<file path="src/rtl/gate_reduce_pkg.sv">
// Shared mode encoding and default geometry for the gate reduction pipeline.
package gate_reduce_pkg;

    typedef enum logic [1:0] {
        MODE_AND  = 2'd0,
        MODE_OR   = 2'd1,
        MODE_XOR  = 2'd2,
        MODE_NAND = 2'd3
    } mode_e;

    localparam int DEF_NUM_CH = 2;
    localparam int DEF_ROWS   = 3;
    localparam int DEF_COLS   = 4;
    localparam int DEF_CNT_W  = 8;

endpackage

</file>
<file path="src/rtl/gate_reduce_pipe_if.sv">
// Input/output handshake bundle of gate_reduce_pipe; master is the producer/consumer side.
interface gate_reduce_pipe_if #(
    parameter int NUM_CH = gate_reduce_pkg::DEF_NUM_CH,
    parameter int ROWS   = gate_reduce_pkg::DEF_ROWS,
    parameter int COLS   = gate_reduce_pkg::DEF_COLS,
    parameter int CNT_W  = gate_reduce_pkg::DEF_CNT_W
);
    logic                                    in_valid;
    logic                                    in_ready;
    logic [1:0]                              in_mode;
    logic [NUM_CH-1:0][ROWS-1:0][COLS-1:0]   in_data;
    logic                                    out_valid;
    logic                                    out_ready;
    logic [NUM_CH-1:0]                       out_bit;
    logic [NUM_CH-1:0][ROWS-1:0][COLS-1:0]   out_word;
    logic [NUM_CH-1:0][CNT_W-1:0]            ones_cnt;

    modport master (
        output in_valid, in_mode, in_data, out_ready,
        input  in_ready, out_valid, out_bit, out_word, ones_cnt
    );

    modport slave (
        input  in_valid, in_mode, in_data, out_ready,
        output in_ready, out_valid, out_bit, out_word, ones_cnt
    );
endinterface

</file>
<file path="src/rtl/gate_reduce_lane.sv">
// Combinational reduction of one channel word under the selected operator.
module gate_reduce_lane
    import gate_reduce_pkg::*;
#(
    parameter int W = DEF_ROWS * DEF_COLS
) (
    input  logic [W-1:0] word,
    input  mode_e        mode,
    output logic         result
);

    always_comb begin
        result = 1'b0;
        unique case (mode)
            MODE_AND:  result = &word;
            MODE_OR:   result = |word;
            MODE_XOR:  result = ^word;
            MODE_NAND: result = ~&word;
        endcase
    end

endmodule

</file>
<file path="src/rtl/gate_reduce_pipe.sv">
// Two-stage valid/ready pipeline: stage 1 holds word+mode, stage 2 holds per-channel
// reduction bits; also counts output transfers carrying a 1, saturating per channel.
module gate_reduce_pipe
    import gate_reduce_pkg::*;
#(
    parameter int NUM_CH = DEF_NUM_CH,
    parameter int ROWS   = DEF_ROWS,
    parameter int COLS   = DEF_COLS,
    parameter int CNT_W  = DEF_CNT_W
) (
    input  logic              clk,
    input  logic              rst,
    gate_reduce_pipe_if.slave bus
);

    localparam int W = ROWS * COLS;

    logic                          s1_v;
    logic [NUM_CH-1:0][W-1:0]      s1_data;
    mode_e                         s1_mode;
    logic                          s2_v;
    logic [NUM_CH-1:0]             s2_bit;
    logic [NUM_CH-1:0]             lane_bit;
    logic [NUM_CH-1:0][CNT_W-1:0]  cnt;
    logic [NUM_CH-1:0][W-1:0]      word_exp;
    logic                          s2_adv;

    // Stage 2 can take new data when empty or when its result leaves this cycle.
    assign s2_adv       = !s2_v || bus.out_ready;
    assign bus.in_ready = !s1_v || s2_adv;

    always_ff @(posedge clk or posedge rst) begin
        if (rst) begin
            s1_v    <= 1'b0;
            s1_data <= '0;
            s1_mode <= MODE_AND;
        end else if (bus.in_ready) begin
            s1_v <= bus.in_valid;
            if (bus.in_valid) begin
                s1_data <= bus.in_data;
                s1_mode <= mode_e'(bus.in_mode);
            end
        end
    end

    for (genvar c = 0; c < NUM_CH; c++) begin : g_lane
        gate_reduce_lane #(.W(W)) u_lane (
            .word   (s1_data[c]),
            .mode   (s1_mode),
            .result (lane_bit[c])
        );
    end

    always_ff @(posedge clk or posedge rst) begin
        if (rst) begin
            s2_v   <= 1'b0;
            s2_bit <= '0;
        end else if (s2_adv) begin
            s2_v <= s1_v;
            if (s1_v) begin
                s2_bit <= lane_bit;
            end
        end
    end

    always_ff @(posedge clk or posedge rst) begin
        if (rst) begin
            cnt <= '0;
        end else if (s2_v && bus.out_ready) begin
            for (int c = 0; c < NUM_CH; c++) begin
                if (s2_bit[c] && (cnt[c] != '1)) begin
                    cnt[c] <= cnt[c] + CNT_W'(1);
                end
            end
        end
    end

    always_comb begin
        word_exp = '0;
        for (int c = 0; c < NUM_CH; c++) begin
            word_exp[c] = {W{s2_bit[c]}};
        end
    end

    assign bus.out_valid = s2_v;
    assign bus.out_bit   = s2_bit;
    assign bus.out_word  = word_exp;
    assign bus.ones_cnt  = cnt;

endmodule

</file>
<file path="src/flat_wrapper.sv">
// flat-port wrapper written by rule: the top's interface ports become plain ports
module gate_reduce_pipe_flat import gate_reduce_pkg::*;
#(
    parameter int NUM_CH = DEF_NUM_CH,
    parameter int ROWS   = DEF_ROWS,
    parameter int COLS   = DEF_COLS,
    parameter int CNT_W  = DEF_CNT_W
)
  (clk, rst, bus_in_valid, bus_in_mode, bus_in_data, bus_out_ready, bus_in_ready, bus_out_valid, bus_out_bit, bus_out_word, bus_ones_cnt);
  gate_reduce_pipe_if #(.NUM_CH(NUM_CH), .ROWS(ROWS), .COLS(COLS), .CNT_W(CNT_W)) bus_i ();
  input  logic clk;
  input  logic rst;
  input wire logic [$bits(bus_i.in_valid)-1:0] bus_in_valid;
  input wire logic [$bits(bus_i.in_mode)-1:0] bus_in_mode;
  input wire logic [$bits(bus_i.in_data)-1:0] bus_in_data;
  input wire logic [$bits(bus_i.out_ready)-1:0] bus_out_ready;
  output wire logic [$bits(bus_i.in_ready)-1:0] bus_in_ready;
  output wire logic [$bits(bus_i.out_valid)-1:0] bus_out_valid;
  output wire logic [$bits(bus_i.out_bit)-1:0] bus_out_bit;
  output wire logic [$bits(bus_i.out_word)-1:0] bus_out_word;
  output wire logic [$bits(bus_i.ones_cnt)-1:0] bus_ones_cnt;
  assign bus_i.in_valid = bus_in_valid;
  assign bus_i.in_mode = bus_in_mode;
  assign bus_i.in_data = bus_in_data;
  assign bus_i.out_ready = bus_out_ready;
  assign bus_in_ready = bus_i.in_ready;
  assign bus_out_valid = bus_i.out_valid;
  assign bus_out_bit = bus_i.out_bit;
  assign bus_out_word = bus_i.out_word;
  assign bus_ones_cnt = bus_i.ones_cnt;
  gate_reduce_pipe #(.NUM_CH(NUM_CH), .ROWS(ROWS), .COLS(COLS), .CNT_W(CNT_W)) u_core (.clk(clk), .rst(rst), .bus(bus_i));
endmodule
</file>
<file path="config.mk">
export PLATFORM = sky130hd
export DESIGN_NAME = gate_reduce_pipe_flat
export DESIGN_NICKNAME = d
export VERILOG_FILES = /design/src/rtl/gate_reduce_pkg.sv /design/src/rtl/gate_reduce_pipe_if.sv /design/src/rtl/gate_reduce_lane.sv /design/src/rtl/gate_reduce_pipe.sv /design/src/flat_wrapper.sv
export SDC_FILE = /design/constraint.sdc
export NUM_CORES = 1
export LEC_CHECK = 0
export CORE_UTILIZATION = 30
export DETAILED_ROUTE_END_ITERATION = 16
export DONT_BUFFER_PORTS = 1
export SYNTH_ARGS = -nofsm -noshare
export SYNTH_HDL_FRONTEND = slang
export SYNTH_SLANG_ARGS = --single-unit
</file>
<file path="constraint.sdc">
create_clock -name clk -period 2.3 [get_ports clk]
set_input_delay 0.345 -clock clk [delete_from_list [all_inputs] [get_ports clk]]
set_output_delay 0.345 -clock clk [all_outputs]
set_load 0.05 [all_outputs]
</file>
# Yosys cells after proc, flatten, opt, wreduce, memory -nomap -nowiden
# Cells that the tools add are included.
# totals
elab_cells	37
ff_bits	46
out_inout_bits	44
in_bits	30
# op_classes
addsub	2
n_eq_ne	5
mux	2
n_reduce_logical	20
# op_table
operator	n
$reduce_and A12 Y1	2
$reduce_or A12 Y1	2
$reduce_xor A12 Y1	2
$add A8 B1 Y8 const B	2
$ne A8 B8 Y1 const B	2
$pmux W1 S4	2
$reduce_and A2 Y1	4
$eq A2 B2 Y1 const B	2
$logic_not A1 Y1	4
$logic_and A1 B1 Y1	3
$eq A2 B1 Y1 const B	1
$logic_not A2 Y1	1
$logic_or A1 B1 Y1	2

# Depth between registers and ports, before layout
# depth
ltp_word	4
depth_mapped	6
ltp_nobuf	6

# Hierarchy
# A second synthesis with hierarchy kept.
# unflattened
hier_cells	236
hier_area_um2	2775.2
# by_module_without_submodules
module	n_inst	seq_area_each_um2	area_each_um2	cells_per_inst
gate_reduce_pipe	1	1151.1	2162.1	164
gate_reduce_lane	2	0.0	306.5	36

# Worst setup path before layout
# OpenSTA, ideal clock, no wires.
# synth_timing
path_type	register to register
start	register u_core.s2_v (netlist: u_core.bus.out_valid)
end	register u_core.s1_data[10] (netlist name)
setup_slack_ps	119
path_stages_with_launch	5
setup_time_ps	125
required_ps	2175
arrival_ps	2056
period_less_slack_ps	2181
n_path_buf	1
path_cell_list	dfrtp_1 > nand3b_1 > nand2_2 > buf_4 > mux2_2
# synth_between
elab_chain_len	4
# synth_lines
item	line	source
start: declaration	gate_reduce_pipe.sv:21	logic s2_v;
start signal: assignment	gate_reduce_pipe.sv:59	s2_v <= s1_v;
$logic_not A1 Y1	gate_reduce_pipe.sv:29	assign s2_adv = !s2_v || bus.out_ready;
$logic_or A1 B1 Y1	gate_reduce_pipe.sv:29	
$logic_or A1 B1 Y1	gate_reduce_pipe.sv:30	assign bus.in_ready = !s1_v || s2_adv;
net bus_in_ready	flat_wrapper.sv:17	output wire logic [$bits(bus_i.in_ready)-1:0] bus_in_ready;
$reduce_and A2 Y1 (no source line)	n/a	
end signal: assignment	gate_reduce_pipe.sv:40	s1_data <= bus.in_data;
end: declaration	gate_reduce_pipe.sv:19	logic [NUM_CH-1:0][W-1:0] s1_data;
# The timed path passes the listed nets, and every way through them passes these cells.
# A chain may end at the register's enable or synchronous reset.

# Worst setup path in the final report
# layout_timing
start	register u_core.s2_bit[1] (netlist: u_core.bus.out_bit[1])
end	output port bus_out_word[19]
# layout_rtl
item	line	source
start: declaration	gate_reduce_pipe.sv:22	logic [NUM_CH-1:0] s2_bit;
start signal: assignment	gate_reduce_pipe.sv:61	s2_bit <= lane_bit;
end: declaration	flat_wrapper.sv:20	output wire logic [$bits(bus_i.out_word)-1:0] bus_out_word;
# No word-level cell between the ends.

==> impl_metrics.toml <==
[detailed_routing]
wl_per_cell_um = 13.4
drt-total-wl_um = 4590
dr.first_iter.drc_count = 38
vias_per_cell = 4.44
drc_errors = 0
firstDrtPassIters = 4
dr_total_vias = 1518
drtAntennaViolNets = 0

[setup_path]
cp-end-kind = "output pin"
r2r_setup_slack_ns = 0.57
cp-start-kind = "flop"
cpPeakStageDelay_ns = 0.76
cp.arrival_ns = 1.57
worst-path-max-fanout = 10
crit_required_ns = 1.96
rr_worst_depth = 6
setup.worst_path.start = "u_core.bus.out_bit[1]"
critPathBufInv = 1
path_delay_family = "flip-flops"
path_cells = "buf_16"
r2r_end = "u_core.bus.out_bit[0]"
crit_slowest_cell = "dfrtp_4"
worst-setup-path-type = "reg2out"
worstReg2RegStart = "u_core.s1_data[10]"

[hold_path]
hold_path_end = "u_core.s1_v"
min-delay-start = "bus_in_valid"
holdPathStages = 1
hp-class = "in2reg"

[grt]
grt_pass1_wl_um = 6930
first_global_vias = 1407
grt_max_degree = 27
gr-total-overflow = 0
antenna_found_initial = 0
grt_use_total = 0.102

[clock_tree]
cts-resized-gates = 0
clk_pin_slew_ns = 0.08
insertion_delay_ns = 0.28
cts_num_sinks = 46
htreeDepth = 2
clockBufferDepth = 2
clockRootBuffer = "clkbuf_8"
cts_buffers = 5
cts_tree = "done"

[finish]
drive_gt1_frac = 0.262
fill_cells = 851
utilization = 0.343
num_antenna_cells = 0
nNetsFinal = 292
area_growth_syn_to_layout_pct = 8.80

[floorplan]
die_h_um = 95.6
die-width_um = 95.6
coreArea_sq_um = 8340
pin_count = 74
rows = 33
die_area_sq_um = 9150
start_util = 0.315

[sta]
finalCritPeriodShare = 0.834
fin_crit_ns = 1.92
fmax_ghz = 0.521
slew_violations = 0
setup_viol = 0
rsz0062_at_grt = "no"
hold_violations = 0
slew_headroom = 0.592
finClkSkew_ns = 0.00387
fin_setup_tns_ns = 0
worst_pin_slew_ns = 0.610

[logic_synthesis]
synth_area_per_cell_sq_um = 11.3
ys_ff_latch = 46
synth_commonest_cells = "dfrtp_1, mux2_2, inv_1, buf_4, ha_1"
syn_area_sq_um = 2630
synth_nets = 288
synth_top_area_share = 0.438
synth_top_cell_by_area = "dfrtp_1"
synth_cells = 232
ys_seq_area_frac = 0.438
synth_edf_count = 0
async_flop_share = 1.00
ys_warn_count = 0
ys.flop_type = "dfrtp_1"
yosys-top-cells-area = "dfrtp_1, ha_1, mux2_2, buf_4, xor2_1"
synth_most_common_cell = "dfrtp_1"
synth_cell_type_count = 28

[outcome]
outcome = "finished, final reports clean"

[flow_run]
cap_violations = 0

[pwr]
pwr_density_cell_nw_per_um2 = 1310
vdd.ir_drop.worst_uv = 620
p_leak_nw = 1.38

[place]
gp_congestion = 0.744
detailed_place_hpwl_um = 3550
port_buffers = 0
==> report_power, final <==
group	internal (mW)	total (mW)	switching [mW]
combinational	0.562	2.03	1.47
sequential	0.996	1.24	0.242
clock	0.216	0.470	0.254
==> cells in the final DEF (no fill, tap or decap), types with 5 or more instances in the layout <==
cell | Yosys | final
nor2_1 | 8 | 8
clkbuf_8 | 0 | 5
nand4_1 | 7 | 7
inv_1 | 27 | 26
mux2_2 | 28 | 28
ha_1 | 26 | 26
buf_4 | 26 | 20
dfrtp_1 | 46 | 44
xnor2_1 | 10 | 10
nand2_1 | 6 | 6
nand3_1 | 9 | 9
xor2_1 | 12 | 12
==> stage by stage <==
step | total power, mW | instances | setup slack [ns] | instance area (sq um) | hold slack, ns
after floorplan | 3.15 | 232 | 0.119 | 2630 | 0.453
after global placement | 3.28 | 333 | 0.586 | 2770 | 0.290
after detailed placement | 3.31 | 333 | 0.566 | 2770 | 0.297
after CTS | 3.80 | 342 | 0.356 | 2860 | 0.156
after global routing | 3.95 | 342 | 0.332 | 2860 | 0.161
final | 3.74 | 342 | 0.382 | 2860 | 0.170
==> metal layers <==
metal	wire (um)	global-route usage
met5	0	0
met3	348	0.0391
met1	2160	0.131
met4	22	0.0261
met2	2060	0.160
==> worst max-delay path by stage <==
stage	depth (start not counted)	end
floorplan	4	u_core.s1_data[10]
finish	1	bus_out_word[19]
global placement	6	u_core.bus.out_bit[0]
detailed placement	6	u_core.bus.out_bit[0]
CTS	1	bus_out_word[19]
global route	1	bus_out_word[13]
==> what timing repair did <==
item | 4_1_cts | 5_1_grt
buffers inserted | 0 | 0
hold buffers | 1 | 0
endpoints found under the hold margin | 21 | 0
==> registers in the layout (all words and copies together), names as in the netlist <==
signal / flops
u_core.s1_data: 24
u_core.s1_v: 1
u_core.s1_mode: 2
u_core.bus.out_valid: 1
u_core.bus.out_bit: 2
u_core.bus.ones_cnt: 16
==> cell type report <==
| type | instances | area [sq um] | area share |
|---|---|---|---|
| clock buffers | 8 | 80.1 | 0.0280 |
| inverters | 27 | 101 | 0.0354 |
| multi-input cells | 133 | 1180 | 0.413 |
| flip-flops and latches | 46 | 1160 | 0.405 |
| well taps | 105 | 131 | 0.0459 |
| repair buffers | 23 | 208 | 0.0726 |
==> cell families (layout without fill, tap and decap cells) <==
kind of cell             after synthesis  count (layout)  share of synthesized area
AO/OA/AOI/OAI                          9               9                     0.0295
XOR/XNOR                              23              23                     0.0818
adder cells (fa/ha/maj)               26              26                      0.124
buffers and inverters                 53              58                      0.113
flip-flops                            46              46                      0.438
multiplexers                          28              28                      0.120
AND/OR/NAND/NOR                       47              47                     0.0947
Note: power is estimated with default switching activity, not from simulation.
